`src/rtl/i2c_pad_filter.sv`:
```
// I2C pad input filter: 2-flop synchronizers, per-line stability filter, glitch counter.
// Define I2C_PAD_FILTER_COND_DETECT_EN to build START/STOP detection and the bus-busy FSM.
module i2c_pad_filter #(
  parameter int FILTER_CYCLES = 3
) (
  input  logic       io_clock,
  input  logic       io_reset_n,
  input  logic       io_scl_pad,
  input  logic       io_sda_pad,
  input  logic       io_stats_clear,
  output logic       io_scl_read,
  output logic       io_sda_read,
  output logic       io_start,
  output logic       io_stop,
  output logic       io_busy,
  output logic [7:0] io_glitch_count
);

  localparam logic [3:0] LP_FC = 4'(FILTER_CYCLES);

  // Bit 0 carries SCL, bit 1 carries SDA throughout.
  logic [1:0]      w_pad;
  logic [1:0]      r_sync_p0;
  logic [1:0]      r_sync_p1;
  logic [1:0]      r_filt_p2;
  logic [1:0][3:0] r_cnt;
  logic [1:0]      w_glitch;
  logic [1:0]      w_glitch_inc;
  logic [7:0]      r_glitch_count;

  function automatic logic [7:0] sat_add(input logic [7:0] a, input logic [1:0] b);
    logic [8:0] s;
    s = {1'b0, a} + {7'd0, b};
    return s[8] ? 8'hFF : s[7:0];
  endfunction

  assign w_pad = {io_sda_pad, io_scl_pad};

  always_comb begin
    w_glitch = '0;
    for (int i = 0; i < 2; i++) begin
      w_glitch[i] = (r_sync_p1[i] == r_filt_p2[i]) && (r_cnt[i] != 4'd0);
    end
    w_glitch_inc = {1'b0, w_glitch[0]} + {1'b0, w_glitch[1]};
  end

  // p0/p1: synchronizer; p2: filtered level, updated after FILTER_CYCLES stable cycles
  always_ff @(posedge io_clock or negedge io_reset_n) begin
    if (!io_reset_n) begin
      r_sync_p0 <= 2'b11;
      r_sync_p1 <= 2'b11;
      r_filt_p2 <= 2'b11;
      r_cnt     <= '0;
    end else begin
      r_sync_p0 <= w_pad;
      r_sync_p1 <= r_sync_p0;
      for (int i = 0; i < 2; i++) begin
        if (r_sync_p1[i] != r_filt_p2[i]) begin
          if (r_cnt[i] + 4'd1 == LP_FC) begin
            r_filt_p2[i] <= r_sync_p1[i];
            r_cnt[i]     <= 4'd0;
          end else begin
            r_cnt[i] <= r_cnt[i] + 4'd1;
          end
        end else begin
          r_cnt[i] <= 4'd0;
        end
      end
    end
  end

  // Clear takes priority over any increment landing in the same cycle.
  always_ff @(posedge io_clock or negedge io_reset_n) begin
    if (!io_reset_n) begin
      r_glitch_count <= 8'd0;
    end else if (io_stats_clear) begin
      r_glitch_count <= 8'd0;
    end else begin
      r_glitch_count <= sat_add(r_glitch_count, w_glitch_inc);
    end
  end

  assign io_scl_read     = r_filt_p2[0];
  assign io_sda_read     = r_filt_p2[1];
  assign io_glitch_count = r_glitch_count;

`ifdef I2C_PAD_FILTER_COND_DETECT_EN
  typedef enum logic {ST_IDLE, ST_BUSY} state_t;

  state_t     r_state;
  logic [1:0] r_filt_q;
  logic       r_start;
  logic       r_stop;
  logic       w_scl_hi;
  logic       w_start_cond;
  logic       w_stop_cond;

  // Simultaneous SCL/SDA edges never qualify since SCL must be high in both cycles.
  assign w_scl_hi     = r_filt_p2[0] & r_filt_q[0];
  assign w_start_cond = w_scl_hi & r_filt_q[1] & ~r_filt_p2[1];
  assign w_stop_cond  = w_scl_hi & ~r_filt_q[1] & r_filt_p2[1];

  always_ff @(posedge io_clock or negedge io_reset_n) begin
    if (!io_reset_n) begin
      r_state  <= ST_IDLE;
      r_filt_q <= 2'b11;
      r_start  <= 1'b0;
      r_stop   <= 1'b0;
    end else begin
      r_filt_q <= r_filt_p2;
      r_start  <= w_start_cond;
      r_stop   <= w_stop_cond;
      case (r_state)
        ST_IDLE: if (w_start_cond) r_state <= ST_BUSY;
        ST_BUSY: if (w_stop_cond)  r_state <= ST_IDLE;
        default: r_state <= ST_IDLE;
      endcase
    end
  end

  assign io_start = r_start;
  assign io_stop  = r_stop;
  assign io_busy  = (r_state == ST_BUSY);
`else
  assign io_start = 1'b0;
  assign io_stop  = 1'b0;
  assign io_busy  = 1'b0;
`endif

endmodule

```
`config.mk`:
```
export PLATFORM = sky130hd
export DESIGN_NAME = i2c_pad_filter
export DESIGN_NICKNAME = d
export VERILOG_FILES = /design/src/rtl/i2c_pad_filter.sv
export SDC_FILE = /design/constraint.sdc
export NUM_CORES = 1
export LEC_CHECK = 0
export CAP_MARGIN = 20
export CORE_AREA = 2 2 48 50
export CTS_CLUSTER_DIAMETER = 150
export DETAILED_ROUTE_END_ITERATION = 8
export DIE_AREA = 0 0 50 52
export GPL_TIMING_DRIVEN = 1
export PLACE_DENSITY = 0.8
export SLEW_MARGIN = 20
export SYNTH_ARGS = -nofsm -noshare
export SYNTH_HDL_FRONTEND = slang
export SYNTH_SLANG_ARGS = --single-unit
```
`constraint.sdc`:
```
create_clock -name io_clock -period 3.3 [get_ports io_clock]
set_clock_uncertainty 0.05 [all_clocks]
set_input_delay 0.825 -clock io_clock [delete_from_list [all_inputs] [get_ports io_clock]]
set_output_delay 0.825 -clock io_clock [all_outputs]
set_load 0.01 [all_outputs]
```
==> impl_metrics.toml <==
[critical_path]
required_ns = 3.49
path_max_fanout = 5
cp-start-kind = "flip-flop"
timing.rr.start = "r_filt_p2[1]$_DFFE_PN1P_"
arrival_ns = 2.49
r2r_end = "io_glitch_count[0]$_DFF_PN0_"
end_kind = "flip-flop"
reg2reg_depth = 8
path_class = "flip-flop to flip-flop"
rrSetupSlack_ns = 1.0

[route]
drt_iter0_markers = 12
vias = 769
dr.pass1.iters = 4
finalWirelength_um = 1790
detail_route.wl_per_cell_um = 12.4
avgViaCountPerCell = 5.30
drtAntennaViolNets = 0
drc = 0

[synth]
synth_cell_type_count = 29
synthFlopType = "dfrtp_1"
synth_edf_count = 0
synth-seq-area-share = 0.507
synth.top_cells.by_count = "dfrtp_1, nand2_1, inv_1, nor2_1"
async_reset_ff_frac = 1.00
ys_top_cells_by_area = "dfrtp_1, dfstp_2, ha_1, xnor2_1, xor2_1"
syn_area_um2 = 1100
syn-mean-instance-area_um2 = 10.8
ys_ff_latch = 22
yosysTopAreaCellShare = 0.364
synth_cells = 102
yosys.area.top_type = "dfrtp_1"
post-synth-top-count-cell = "dfrtp_1"
yosys_warnings = 0

[place]
dp_hpwl_um = 1350
io_buffer_count = 14
gp_congestion = 0.775

[worst_hold_path]
hold_end = "r_sync_p1[0]$_DFF_PN1_"
hold_start = "r_sync_p0[0]$_DFF_PN1_"
hold_class = "flip-flop to flip-flop"
hold_depth = 0

[cells_and_area]
drive_gt1_frac = 0.0940
antenna_cells = 0
synthToLayoutAreaGrowth_pct = 16.3
nNetsFinal = 132

[sta]
tns_ns = 0
slew-limit-headroom = 0.393
min_period_ns = 2.30
max_freq_ghz = 0.435
tightest_slew_ns = 0.907
post-route-period-util = 0.697
rsz0062_at_grt = "no"
finalSetupViolations = 0
slew_viol_final = 0
hold_slack_ns = 0.311
hold_viol = 0

[global_route]
grt_max_degree = 23
grt_pass1_wl_um = 3260
grt-ovfl-total = 0
antenna_found_initial = 0
first_global_vias = 805
grtUsageTotal = 0.169

[clocking]
cts_resized = 0
cts_num_sinks = 22
clkTransAtPathRegs_ns = 0.11
postCtsSetupBuffers = 0
tritoncts = "yes"
cts_buffer_depth = 2
numCtsBuffers = 3
ctsHoldBuffers = 0
h-tree-depth = 1
insertion_delay_ns = 0.31
cts_root_buf = "clkbuf_4"

[floorplan]
rows = 17
coreArea_um2 = 2110
start_util = 0.522
ios = 18
die_h_um = 52
die-area_um2 = 2600
fp.dieW_um = 50

[run]
cap_violations = 0

[power]
power_density_nw_per_um2 = 628
vdd_drop_max_mv = 0.488
power_leakage_nw = 0.574
design_power_total_mw = 0.802

[outcome]
status = "finished, final reports clean"
-- final cells by class --
| cell class | instances | area [µm²] |
|---|---|---|
| clock buffer | 3 | 22.5 |
| multi-input combinational | 70 | 493 |
| sequential | 22 | 558 |
| inverter | 8 | 30.0 |
| tap | 28 | 35.0 |
| timing repair buffer | 14 | 140 |
| fill | 163 | 827 |
-- per-layer routing --
layer | vias to the layer above | track usage | part of all wire
li1 | 365 | - | -
met1 | 384 | 0.186 | 0.44
met2 | 15 | 0.294 | 0.50
met3 | 5 | 0.0201 | 0.028
met4 | 0 | 0.134 | 0.026
met5 | - | 0 | 0
-- worst max path at each step --
stage / from / end / depth (start not counted)
floorplan: r_filt_p2[0]$_DFFE_PN1P_ / io_glitch_count[0]$_DFF_PN0_ / 8
global placement: r_filt_p2[1]$_DFFE_PN1P_ / io_glitch_count[1]$_DFF_PN0_ / 8
detailed placement: r_filt_p2[0]$_DFFE_PN1P_ / io_glitch_count[0]$_DFF_PN0_ / 8
CTS: r_filt_p2[1]$_DFFE_PN1P_ / io_glitch_count[0]$_DFF_PN0_ / 8
global route: r_filt_p2[0]$_DFFE_PN1P_ / io_glitch_count[0]$_DFF_PN0_ / 8
finish: r_filt_p2[1]$_DFFE_PN1P_ / io_glitch_count[0]$_DFF_PN0_ / 8
-- through the flow --
step | cells | utilization | instance area, µm² | setup WS, ns
final | 145 | 0.607 | 1280 | 1.00
after global routing | 145 | 0.607 | 1280 | 0.784
after CTS | 145 | 0.607 | 1280 | 0.969
after detailed placement | 142 | 0.597 | 1260 | 0.982
after global placement | 142 | 0.597 | 1260 | 1.01
after floorplan | 104 | - | 1110 | 1.16
-- worst max-delay path: stages (launching register included) --
cell and delay, ns:
dfstp_2 0.57, xnor2_1 0.22, nand2_1 0.13, fa_1 0.40
inv_1 0.07, ha_1 0.22, and2_1 0.18, nand4_1 0.20
a21oi_1 0.20
-- state kept, by name (all words and copies together), names as in the netlist --
name	cells
r_sync_p0	2
r_cnt	8
r_filt_p2	2
io_glitch_count	8
r_sync_p1	2
-- cells by family after synthesis --
family,after synthesis,share of synthesized area
AND/OR/NAND/NOR,35,0.167
flip-flops,22,0.507
buffers and inverters,12,0.0512
AO/OA/AOI/OAI,11,0.0603
XOR/XNOR,10,0.0796
adder cells (fa/ha/maj),8,0.0978
multiplexers,3,0.0330
other,1,0.00341
-- placed cells by master (no fill, tap or decap), types with 3 or more instances in the layout --
cell type / synthesis / layout
dfrtp_1: 16 / 16
clkdlybuf4s50_1: 0 / 14
nand2_1: 9 / 9
inv_1: 8 / 8
nor2_1: 8 / 8
a21oi_1: 7 / 7
ha_1: 7 / 7
dfstp_2: 6 / 6
xnor2_1: 5 / 5
xor2_1: 5 / 5
nand3_1: 3 / 3
nand4_1: 3 / 3
conb_1: 1 / 3
clkbuf_4: 0 / 3
-- report_power, final --
part           switching, mW  internal (mW)  leakage (nW)
sequential            0.0586          0.334         0.281
clock                 0.0755         0.0427        0.0138
combinational          0.138          0.154         0.280
total                  0.272          0.531         0.574
No activity file was read; power rests on OpenSTA's default activity.
